## src/rtl/trdb_pkg.sv

```systemverilog
// Shared types and constants for the trace packet sequencer slice.
package trdb_pkg;

    localparam int unsigned TRDB_WORD_W    = 32;
    localparam int unsigned TRDB_MAX_WORDS = 4;

    typedef logic [TRDB_MAX_WORDS*TRDB_WORD_W-1:0] packet_t;

    typedef struct packed {
        packet_t    bits;
        logic [2:0] words;
    } trdb_packet_entry_t;

    typedef enum logic {
        SEQ_IDLE,
        SEQ_SEND
    } trdb_seq_state_e;

endpackage

```

## src/rtl/trdb_packet_fifo.sv

```systemverilog
// Synchronous packet FIFO with flush; level is an explicit 0..DEPTH counter.
module trdb_packet_fifo #(
    parameter int unsigned DEPTH   = 4,
    parameter type         entry_t = logic [7:0]
) (
    input  logic                           clk_i,
    input  logic                           rst_i,
    input  logic                           flush_i,
    input  logic                           push_i,
    input  entry_t                         data_i,
    input  logic                           pop_i,
    output entry_t                         head_o,
    output logic                           full_o,
    output logic                           empty_o,
    output logic [$clog2(DEPTH+1)-1:0]     level_o
);

    localparam int unsigned PTR_W = $clog2(DEPTH);
    localparam int unsigned LVL_W = $clog2(DEPTH+1);

    entry_t             mem_q [DEPTH];
    logic [PTR_W-1:0]   wr_ptr_q, rd_ptr_q;
    logic [LVL_W-1:0]   level_q;
    logic               do_push, do_pop;

    assign full_o  = (level_q == LVL_W'(DEPTH));
    assign empty_o = (level_q == '0);
    assign level_o = level_q;
    assign head_o  = mem_q[rd_ptr_q];

    assign do_push = push_i && !full_o && !flush_i;
    assign do_pop  = pop_i && !empty_o && !flush_i;

    always_ff @(posedge clk_i) begin
        if (do_push) begin
            mem_q[wr_ptr_q] <= data_i;
        end
    end

    // Pointers wrap naturally because DEPTH is a power of two.
    always_ff @(posedge clk_i) begin
        if (rst_i || flush_i) begin
            wr_ptr_q <= '0;
            rd_ptr_q <= '0;
            level_q  <= '0;
        end else begin
            if (do_push) wr_ptr_q <= wr_ptr_q + 1'b1;
            if (do_pop)  rd_ptr_q <= rd_ptr_q + 1'b1;
            if (do_push && !do_pop)      level_q <= level_q + 1'b1;
            else if (do_pop && !do_push) level_q <= level_q - 1'b1;
        end
    end

endmodule

```

## src/rtl/trdb_packet_sequencer.sv

```systemverilog
// Queues 1..4-word trace packets and streams them word-by-word with a last marker;
// no input backpressure, so overflowing or malformed packets are dropped and counted.
module trdb_packet_sequencer
    import trdb_pkg::*;
#(
    parameter int unsigned FIFO_DEPTH   = 4,
    parameter int unsigned PACKET_TOTAL = 128,
    parameter int unsigned WORD_W       = 32,
    parameter int unsigned CNT_W        = 16
) (
    input  logic                              clk_i,
    input  logic                              rst_i,
    input  logic                              enable_i,
    input  logic                              flush_i,
    input  logic [PACKET_TOTAL-1:0]           packet_i,
    input  logic [2:0]                        packet_words_i,
    input  logic                              packet_valid_i,
    output logic [WORD_W-1:0]                 word_o,
    output logic                              word_valid_o,
    output logic                              word_last_o,
    input  logic                              word_ready_i,
    output logic [$clog2(FIFO_DEPTH+1)-1:0]   fifo_level_o,
    output logic                              overflow_o,
    output logic [CNT_W-1:0]                  drop_cnt_o
);

    localparam int unsigned LVL_W = $clog2(FIFO_DEPTH+1);

    trdb_seq_state_e    state_q, state_d;
    logic [1:0]         idx_q, idx_d;
    logic               overflow_q, overflow_d;
    logic [CNT_W-1:0]   drop_cnt_q, drop_cnt_d;

    trdb_packet_entry_t head, wr_entry;
    logic               fifo_full, fifo_empty;
    logic [LVL_W-1:0]   fifo_level;
    logic               len_ok, attempt, push, drop, fire, is_last, pop;

    assign len_ok   = (packet_words_i != 3'd0) && (packet_words_i <= 3'(TRDB_MAX_WORDS));
    assign attempt  = packet_valid_i && enable_i && !flush_i;
    assign push     = attempt && len_ok && !fifo_full;
    assign drop     = attempt && (!len_ok || fifo_full);

    assign word_valid_o = (state_q == SEQ_SEND) && !fifo_empty;
    assign is_last      = ({1'b0, idx_q} == (head.words - 3'd1));
    assign fire         = word_valid_o && word_ready_i;
    assign pop          = fire && is_last;

    assign wr_entry = '{bits: packet_t'(packet_i), words: packet_words_i};

    trdb_packet_fifo #(
        .DEPTH   (FIFO_DEPTH),
        .entry_t (trdb_packet_entry_t)
    ) u_fifo (
        .clk_i   (clk_i),
        .rst_i   (rst_i),
        .flush_i (flush_i),
        .push_i  (push),
        .data_i  (wr_entry),
        .pop_i   (pop),
        .head_o  (head),
        .full_o  (fifo_full),
        .empty_o (fifo_empty),
        .level_o (fifo_level)
    );

    // Leaving IDLE on the push itself (not on level>0) gives one-cycle latency.
    always_comb begin
        state_d = state_q;
        idx_d   = idx_q;
        unique case (state_q)
            SEQ_IDLE: begin
                if (push) state_d = SEQ_SEND;
            end
            SEQ_SEND: begin
                if (fire) begin
                    if (is_last) begin
                        idx_d = '0;
                        if (!((fifo_level > LVL_W'(1)) || push)) state_d = SEQ_IDLE;
                    end else begin
                        idx_d = idx_q + 2'd1;
                    end
                end
            end
            default: state_d = SEQ_IDLE;
        endcase
        if (flush_i) begin
            state_d = SEQ_IDLE;
            idx_d   = '0;
        end
    end

    always_comb begin
        overflow_d = overflow_q | drop;
        drop_cnt_d = drop_cnt_q;
        if (drop && (drop_cnt_q != '1)) drop_cnt_d = drop_cnt_q + 1'b1;
        if (flush_i) begin
            overflow_d = 1'b0;
            drop_cnt_d = '0;
        end
    end

    always_ff @(posedge clk_i) begin
        if (rst_i) begin
            state_q    <= SEQ_IDLE;
            idx_q      <= '0;
            overflow_q <= 1'b0;
            drop_cnt_q <= '0;
        end else begin
            state_q    <= state_d;
            idx_q      <= idx_d;
            overflow_q <= overflow_d;
            drop_cnt_q <= drop_cnt_d;
        end
    end

    assign word_o       = word_valid_o ? head.bits[idx_q*WORD_W +: WORD_W] : '0;
    assign word_last_o  = word_valid_o && is_last;
    assign fifo_level_o = fifo_level;
    assign overflow_o   = overflow_q;
    assign drop_cnt_o   = drop_cnt_q;

endmodule

```

## config.mk

```make
export PLATFORM = sky130hd
export DESIGN_NAME = trdb_packet_sequencer
export DESIGN_NICKNAME = d
export VERILOG_FILES = /design/src/rtl/trdb_pkg.sv /design/src/rtl/trdb_packet_fifo.sv /design/src/rtl/trdb_packet_sequencer.sv
export SDC_FILE = /design/constraint.sdc
export NUM_CORES = 1
export LEC_CHECK = 0
export ABC_CLOCK_PERIOD_IN_PS = 10500
export CAP_MARGIN = 20
export CORE_MARGIN = 4
export CORE_UTILIZATION = 30
export CTS_CLUSTER_SIZE = 10
export DETAILED_ROUTE_END_ITERATION = 8
export PLACE_DENSITY = 0.56
export RECOVER_POWER = 50
export REMOVE_ABC_BUFFERS = 1
export SYNTH_ARGS = -nofsm -noshare
export SYNTH_HDL_FRONTEND = slang
export SYNTH_SLANG_ARGS = --single-unit
export TNS_END_PERCENT = 10
```

## constraint.sdc

```tcl
create_clock -name clk_i -period 10.5 [get_ports clk_i]
set_clock_uncertainty 0.05 [all_clocks]
set_input_delay 2.1 -clock clk_i [delete_from_list [all_inputs] [get_ports clk_i]]
set_output_delay 2.1 -clock clk_i [all_outputs]
set_load 0.05 [all_outputs]
```

# Word-level counts from Yosys, hierarchy flattened

Memory sizes are Yosys's and may differ from the RTL's. A register that Yosys moved wholly into a read port is not among the register bits.
Index checks and enable logic that the tools add are counted.

Shift-type cells: 1
Bitwise operators: 2
$add $sub $neg: 7
Reduce and logical (&&, ||, !) cells: 31
Multiplexer cells: 13
$lt $le $gt $ge: 2
Equality and inequality tests: 3

Operators with widths:

| kind                                                                  | count |
|---|---|
| 128-bit by 8-bit variable part select with 32-bit output              | 1 |
| 32-bit two-way mux                                                    | 1 |
| 1-bit logical AND                                                     | 17 |
| 16-bit by 1-bit adder with 16-bit output (second input constant)      | 1 |
| 16-bit inequality test (second input constant)                        | 1 |
| 2-bit by 1-bit adder with 2-bit output (second input constant)        | 3 |
| 1-bit zero test                                                       | 6 |
| 1-bit two-way mux                                                     | 6 |
| 2-bit two-way mux                                                     | 3 |
| 3-bit two-way mux                                                     | 2 |
| 3-bit by 1-bit subtractor with 3-bit output (second input constant)   | 2 |
| 3-bit by 1-bit adder with 3-bit output (second input constant)        | 1 |
| 2-bit by 3-bit == test with 1-bit output                              | 1 |
| 3-bit == test (second input constant)                                 | 1 |
| 3-bit by 1-bit > comparator with 1-bit output (second input constant) | 1 |
| 3-bit <= comparator (second input constant)                           | 1 |
| 3-bit zero test                                                       | 1 |
| 1-bit logical OR                                                      | 3 |
| 3-bit nonzero test                                                    | 1 |
| 1-bit case mux with 2 select lines                                    | 1 |
| 2-bit AND reduction                                                   | 1 |
| 2-bit nonzero test                                                    | 1 |
| 2-bit OR reduction                                                    | 1 |
| 1-bit inverter                                                        | 1 |
| 1-bit bitwise OR                                                      | 1 |

Input bits: 137
RAM bits: 524
Logic and storage cells: 67
Bits in registers: 27
Memories: 1

Memories:

| memory       | depth | bits a word | rd ports | clocked after Yosys merged registers in | write ports | line                   | source |
|---|---|---|---|---|---|---|---|
| u_fifo.mem_q | 4     | 131         | 1        | 1                                       | 1           | trdb_packet_fifo.sv:21 | `entry_t mem_q [DEPTH];` |

# Depth between registers and ports, before layout

Gate-level depths: netlist (run 1).

Depth after elaboration: 10
Gate-level depth with buffers: 14

# Modules after synthesis

Synthesis (run 1) repeated with hierarchy kept, for this count alone.

Cells, all modules: 944
Area total of the unflattened synthesis: 21494.4 sq um

Modules (own cells, without submodules):

| module                | cells each | times used | seq. area each (sq um) | area each (sq um) |
|---|---|---|---|---|
| trdb_packet_fifo      | 739        | 1          | 15915.3                | 19407.4 |
| trdb_packet_sequencer | 205        | 1          | 400.4                  | 2087.0 |

# Worst setup path after synthesis (run 1)

No wires, ideal clock.

Path type: input to register
Start: input port packet_words_i[1]
End: memory u_fifo.mem_q[0][0] in the netlist's numbering (enable)
Stages: 5
Data required time: 9.944 ns
Setup time: 0.506 ns
Path slack: 4.076 ns
Arrival time: 5.868 ns
Buffers on the path: 1
Path through: o21a_1 > nor3_1 > and3_1 > clkbuf_1 > and2_1

Longest elaborated chain between the ends: 8
Elaborated cells on any way between the ends: 9

RTL lines:

| element                                                   | line                        | source |
|---|---|---|
| from (decl)                                               | trdb_packet_sequencer.sv:16 | `input logic [2:0] packet_words_i,` |
| 3-bit <= comparator or 3-bit nonzero test (tied branches) | trdb_packet_sequencer.sv:39 | `assign len_ok = (packet_words_i != 3'd0) && (packet_words_i <= 3'(TRDB_MAX_WORDS));` |
| 1-bit logical AND (*)                                     | trdb_packet_sequencer.sv:39 |  |
| 1-bit logical AND (*) (2 in series)                       | trdb_packet_sequencer.sv:41 | `assign push = attempt && len_ok && !fifo_full;` |
| 1-bit logical AND (*) (2 in series)                       | trdb_packet_fifo.sv:31      | `assign do_push = push_i && !full_o && !flush_i;` |
| named net u_fifo.do_push                                  | trdb_packet_fifo.sv:24      | `logic do_push, do_pop;` |
| 1-bit two-way mux (*)                                     | trdb_packet_fifo.sv:35      | `if (do_push) begin` |
| 1-bit two-way mux (not written as such) (*)               | trdb_packet_fifo.sv:36      | `mem_q[wr_ptr_q] <= data_i;` |
| to (decl)                                                 | trdb_packet_fifo.sv:21      |  |

Mark *: on every way through the listed nets, which the timed path passes. The rest lies on a longest branch.

==> results.yml, run 1 <==
sta:
  min_period_ns: 7.75
  timing.slew.headroom_pct: -80.2
  setup_viol: 0
  hold_viol: 0
  rsz0062_at_grt: "no"
  fmax_mhz: 129
  fin_crit_sh_pct: 73.8
  maxSlewViolCount: 86
  hold_slack_ns: 0.398
  setup_tns_ns: 0
  worst_pin_slew_ns: 2.70
setup_path:
  worst_path_max_delay_cell: "dfxtp_1"
  cp_common_cell: "mux4_2"
  crit_type: "reg -> out"
  cp_max_fo: 38
  cp-start-kind: "flip-flop"
  rr_worst_depth: 9
  crit_required_ns: 8.35
  reg2reg_slack_ns: 5.19
  arrival_ns: 5.60
  max_stage_delay_ns: 2.15
  path_cells: "buf_4, mux4_2, mux4_2, and2_1, clkdlybuf4s50_1"
  r2r-end: "u_fifo.level_o[2]"
  end_kind: "primary output"
global_route:
  grt_pass1_wl_um: 70300
  grt_use_total_pct: 12.5
  grt_max_degree: 66
  grt_pass1_vias: 10900
  antenna_found_initial: 19
  grt-ovfl-total: 0
min_path:
  hold_path_class: "reg -> reg"
  min_to: "overflow_o"
  whs_path_depth: 2
  hold_path_startpoint: "overflow_o"
yosys:
  netlist_top_cells_area: "edfxtp_1 (74%), mux4_2 (17%), dfxtp_1 (2.7%)"
  yosysTopAreaCellShare_pct: 73.5
  ys_async_sr_fraction_pct: 0
  syn_inst: 946
  synth-seq-cells: 553
  syn_area_mm2: 0.0214
  yosysUniqueCellTypes: 39
  yosysWarnings: 0
  yosysSeqAreaShare_pct: 76.2
  synth_top_cell_by_area: "edfxtp_1"
  syn_area_per_cell_um2: 22.6
  synth_flop_cell: "edfxtp_1"
  synth_edf_count: 524
clock_network:
  cts.clk_slew.worst_paths_ns: 0.05
  clk_latency_ns: 0.58
  hold_buffers: 0
  cts_resized: 0
  clk_path_buf_depth: 3
  htree_levels: 3
  ctsRootBufferMaster: "clkbuf_16"
  cts_tree: "done"
  cts.sink_count: 553
  post-cts-setup-buffers: 0
  cts_made_buffers: 66
placement:
  hpwlAfterDp_um: 26500
  routabilityCongestion: 0.702
  io_buffers: 190
  place_area_mm2: 0.0244
floorplan:
  dieArea_mm2: 0.0757
  core_area_mm2: 0.0704
  rows: 97
  die_x_um: 275
  boundaryPins: 191
  start_util_pct: 30.4
  die_h_um: 275
pwr:
  seqPwrFrac_pct: 53.8
  p_sw_share_pct: 19.1
  p_switching_w: 0.000861
  combPwrFrac_pct: 2.2
  p_clk_share_pct: 44.0
  ir_worst_vdd_uv: 111
  powerDensity_mw_per_mm2: 172
  p_int_w: 0.00365
  fin_total_pwr_w: 0.00452
  leakage_nw: 7.89
cells_and_area:
  final_cell_mix: "edfxtp_1 (524), mux4_2 (162), dlygate4sd3_1 (132)"
  final_util_pct: 37.2
  drive_gt1_share_pct: 21.8
  fin_nets: 1321
  syn_to_final_growth_pct: 22.4
  fin_area_mm2: 0.0262
  final_common_cell: "edfxtp_1"
  nFillCells: 6441
run_status:
  outcome: "complete, but fails checks"
  violations: "max-capacitance violations, max-slew violations"
route:
  drtAntennaViolNets: 0
  via_per_inst: 4.68
  first_iter_violations: 723
  drc: 0
  vias: 10000
  drtPass1Iterations: 5
  wl_per_cell_um: 21.8
  drt_wl_total_um: 46700
flow_run:
  cap_violations: 3
==> worst max-delay path: cells and delay by family, from the launching register on <==
| kind | cells | cell delay, ns |
|---|---|---|
| flops | 1 | 2.15 |
| buf+inv | 2 | 1.54 |
| mux | 2 | 1.10 |
| simple gates | 1 | 0.18 |
==> synthesized netlist by cell type (all sizes together) (7+ instances only) <==
cell,number
a21oi,9
and2,37
buf,20
clkbuf,27
dfxtp,29
edfxtp,524
ha,11
inv,8
mux4,162
nand2,9
nand3,7
nor2,24
nor3,13
o21ai,7
xnor2,15
==> worst max path at each step <==
stage | start | to | slack (ns) | depth (start not counted)
after floorplan | flip-flop | word_last_o | 0.63 | 6
after global placement | flip-flop | word_last_o | 4.57 | 7
after detailed placement | flip-flop | word_last_o | 4.57 | 7
after CTS | flip-flop | word_last_o | 3.92 | 7
after global routing | flip-flop | word_last_o | 2.06 | 7
final | flip-flop | word_o[31] | 2.75 | 5
==> routing by layer <==
layer,GRT usage [%],wire length [µm],up-vias
met5,0,48,-
met3,3.01,2510,92
met2,21.2,23400,233
met4,3.85,1100,8
li1,-,-,4416
met1,16.1,19600,5279
==> cell type report <==
cell class                 count  area (µm²)  share of cell area, %
antenna                        6        15.0                 0.0573
multi-input combinational    338        4810                   18.3
clock inverter                 6        35.0                  0.134
clock buffer                  84        1780                   6.80
timing repair buffer         206        2030                   7.75
tap                          940        1180                   4.49
inverter                       8        30.0                  0.115
sequential                   553       16300                   62.3
==> state kept, by name, indices dropped and copies added (netlist names), named ones only <==
register	flops
u_fifo.rd_ptr_q	2
drop_cnt_o	16
idx_q	2
u_fifo.level_o	3
state_q	1
overflow_o	1
u_fifo.wr_ptr_q	2
u_fifo.mem_q	524
==> per-stage QoR <==
stage	setup slack [ns]	cells
3_5_place_dp	4.57	2045
6_report	2.75	2141
4_1_cts	3.92	2135
5_1_grt	2.06	2135
3_3_place_gp	4.57	2045
2_1_floorplan	0.630	899
==> power by group through the flow <==
stage | sequential [W] | clock [W] | combinational (W)
floorplan | 0.00248 | 0 | 0.0000254
global placement | 0.00247 | 0 | 0.000108
detailed placement | 0.00247 | 0 | 0.000111
CTS | 0.00243 | 0.00206 | 0.000112
global route | 0.00243 | 0.00215 | 0.000108
finish | 0.00243 | 0.00199 | 0.0000994
==> cell families (layout without fill, tap and decap cells) <==
group,count (synthesis),count (layout),share of synthesized area [%]
multiplexers,168,168,17.3
flip-flops,553,553,76.2
adder cells (fa/ha/maj),11,11,0.643
XOR/XNOR,19,19,0.812
AO/OA/AOI/OAI,25,25,0.777
AND/OR/NAND/NOR,115,115,2.92
buffers and inverters,55,304,1.30
other,0,6,0
(Power assumes the default switching activity.)
==> inputs of run 2 (changes only) <==
- ABC_CLOCK_PERIOD_IN_PS: 10500 -> 7230
- clock period: 10.5 -> 7.23 ns (I/O delays scaled with it)
==> results.yml, run 2 (same netlist as run 1, synthesis figures left out) <==
run_status:
  outcome: "complete, but fails checks"
  violations: "max-capacitance violations, max-slew violations"
clock_network:
  cts_resized: 0
  htree_levels: 3
  cts_made_buffers: 69
  post-cts-setup-buffers: 0
  cts.sink_count: 553
  clk_path_buf_depth: 3
  hold_buffers: 0
  cts.clk_slew.worst_paths_ns: 0.05
  ctsRootBufferMaster: "clkbuf_16"
  cts_tree: "done"
  clk_latency_ns: 0.58
cells_and_area:
  final_common_cell: "edfxtp_1"
  seqCellArea_mm2: 0.0163
  fin_nets: 1325
  final_util_pct: 37.7
  drive_gt1_share_pct: 22.8
  final_cell_mix: "edfxtp_1 (524), mux4_2 (162), dlygate4sd3_1 (149)"
  finalNonFillerCells: 2161
  largest_register_ffs: 524
  multi_input_area_mm2: 0.00482
  nFillCells: 6366
  syn_to_final_growth_pct: 23.8
  largest_register: "u_fifo.mem_q"
setup_path:
  cp-start-kind: "flip-flop"
  end_kind: "primary output"
  r2r-end: "u_fifo.level_o[2]"
  rr_worst_depth: 9
  max_stage_delay_ns: 0.80
  reg2reg_slack_ns: 3.76
  cp_max_fo: 56
  arrival_ns: 3.95
  crit_family: "buffers and inverters"
  cp_common_cell: "mux4_2"
  critical_path_depth: 5
  worst_path_max_delay_cell: "buf_4"
  path_cells: "buf_4, mux4_2, mux4_2, and2_1, clkdlybuf4s50_1"
  crit_type: "reg -> out"
  worst-path-buf-inv: 2
  crit_required_ns: 5.73
pwr:
  ir_worst_vdd_uv: 170
  fin_total_pwr_w: 0.00679
  powerDensity_mw_per_mm2: 256
  leakage_nw: 8.08
floorplan:
  dieArea_mm2: 0.0757
  rows: 97
  boundaryPins: 191
  core_area_mm2: 0.0704
  die_x_um: 275
  die_h_um: 275
  start_util_pct: 30.4
sta:
  setup_tns_ns: 0
  worst_slack_ns: 1.78
  rsz0062_at_grt: "no"
  min_period_ns: 5.45
  setup_viol: 0
  hold_viol: 0
  timing.slew.headroom_pct: -12.1
  fmax_mhz: 184
  maxSlewViolCount: 27
  fin_crit_sh_pct: 75.3
  worst_pin_slew_ns: 1.68
route:
  drc: 0
  via_per_inst: 4.70
  vias: 10200
  drtAntennaViolNets: 0
  first_iter_violations: 561
  drtPass1Iterations: 4
  drt_wl_total_um: 46800
  wl_per_cell_um: 21.7
global_route:
  antenna_found_initial: 20
  grt_pass1_wl_um: 70100
  grt-ovfl-total: 0
  grt_max_degree: 62
  grt_use_total_pct: 12.5
  grt_pass1_vias: 11200
flow_run:
  cap_violations: 1
min_path:
  min_to: "overflow_o"
  hold_path_class: "reg -> reg"
  whs_path_depth: 2
  hold_path_startpoint: "overflow_o"
placement:
  dp_slack_ns: 2.34
  io_buffers: 190
  routabilityCongestion: 0.715
  place_inst: 2046
  hpwlAfterDp_um: 25900
==> run 2: cell count changes in the layout (fill, tap and decap cells not counted), moves of 2 or more <==
cell | before | now
diode_2 | 6 | 12
clkdlybuf4s50_1 | 58 | 41
clkbuf_16 | 69 | 71
clkbuf_1 | 16 | 18
bufinv_16 | 0 | 3
clkinv_8 | 0 | 2
clkinv_2 | 2 | 4
buf_4 | 14 | 10
dlygate4sd3_1 | 132 | 149
buf_12 | 1 | 6
==> run 2: per-stage QoR <==
stage,cell area [µm²],hold slack (ns)
floorplan,21200,0.409
global placement,24500,0.392
detailed placement,24500,0.391
finish,26500,0.391
global route,26500,0.410
CTS,26500,0.400
==> run 2: worst max-delay path by stage <==
stage / to / startpoint
2_1_floorplan: word_last_o / flip-flop
3_3_place_gp: word_o[26] / flip-flop
3_5_place_dp: word_o[25] / flip-flop
4_1_cts: word_o[25] / flip-flop
5_1_grt: word_o[9] / flip-flop
6_report: word_o[13] / flip-flop
==> run 2: report_power, final <==
group          internal [W]  switching, W  total, W
clock network       0.00190       0.00122   0.00312
registers           0.00353    0.00000420   0.00353
logic             0.0000744     0.0000690  0.000143
==> run 2: tightest hold or removal path, stage by stage, from the launching register on <==
cell     delay, ns
dfxtp_1       0.30
inv_1         0.04
a21oi_1       0.05
==> run 2: final cells by class <==
type | instances | area share [%]
inverter | 8 | 0.113
multi-input combinational | 338 | 18.2
timing repair buffer | 207 | 7.92
clock buffer | 89 | 6.99
antenna | 12 | 0.113
sequential | 553 | 61.6
clock inverter | 14 | 0.665
tap | 940 | 4.44
==> run 2: routing by layer <==
metal	routed length [µm]	up-vias	GRT usage, %
met3	2460	95	3.48
met1	19600	5364	15.3
li1	-	4451	-
met2	23500	241	21.6
met5	35	-	0
met4	1260	6	3.79
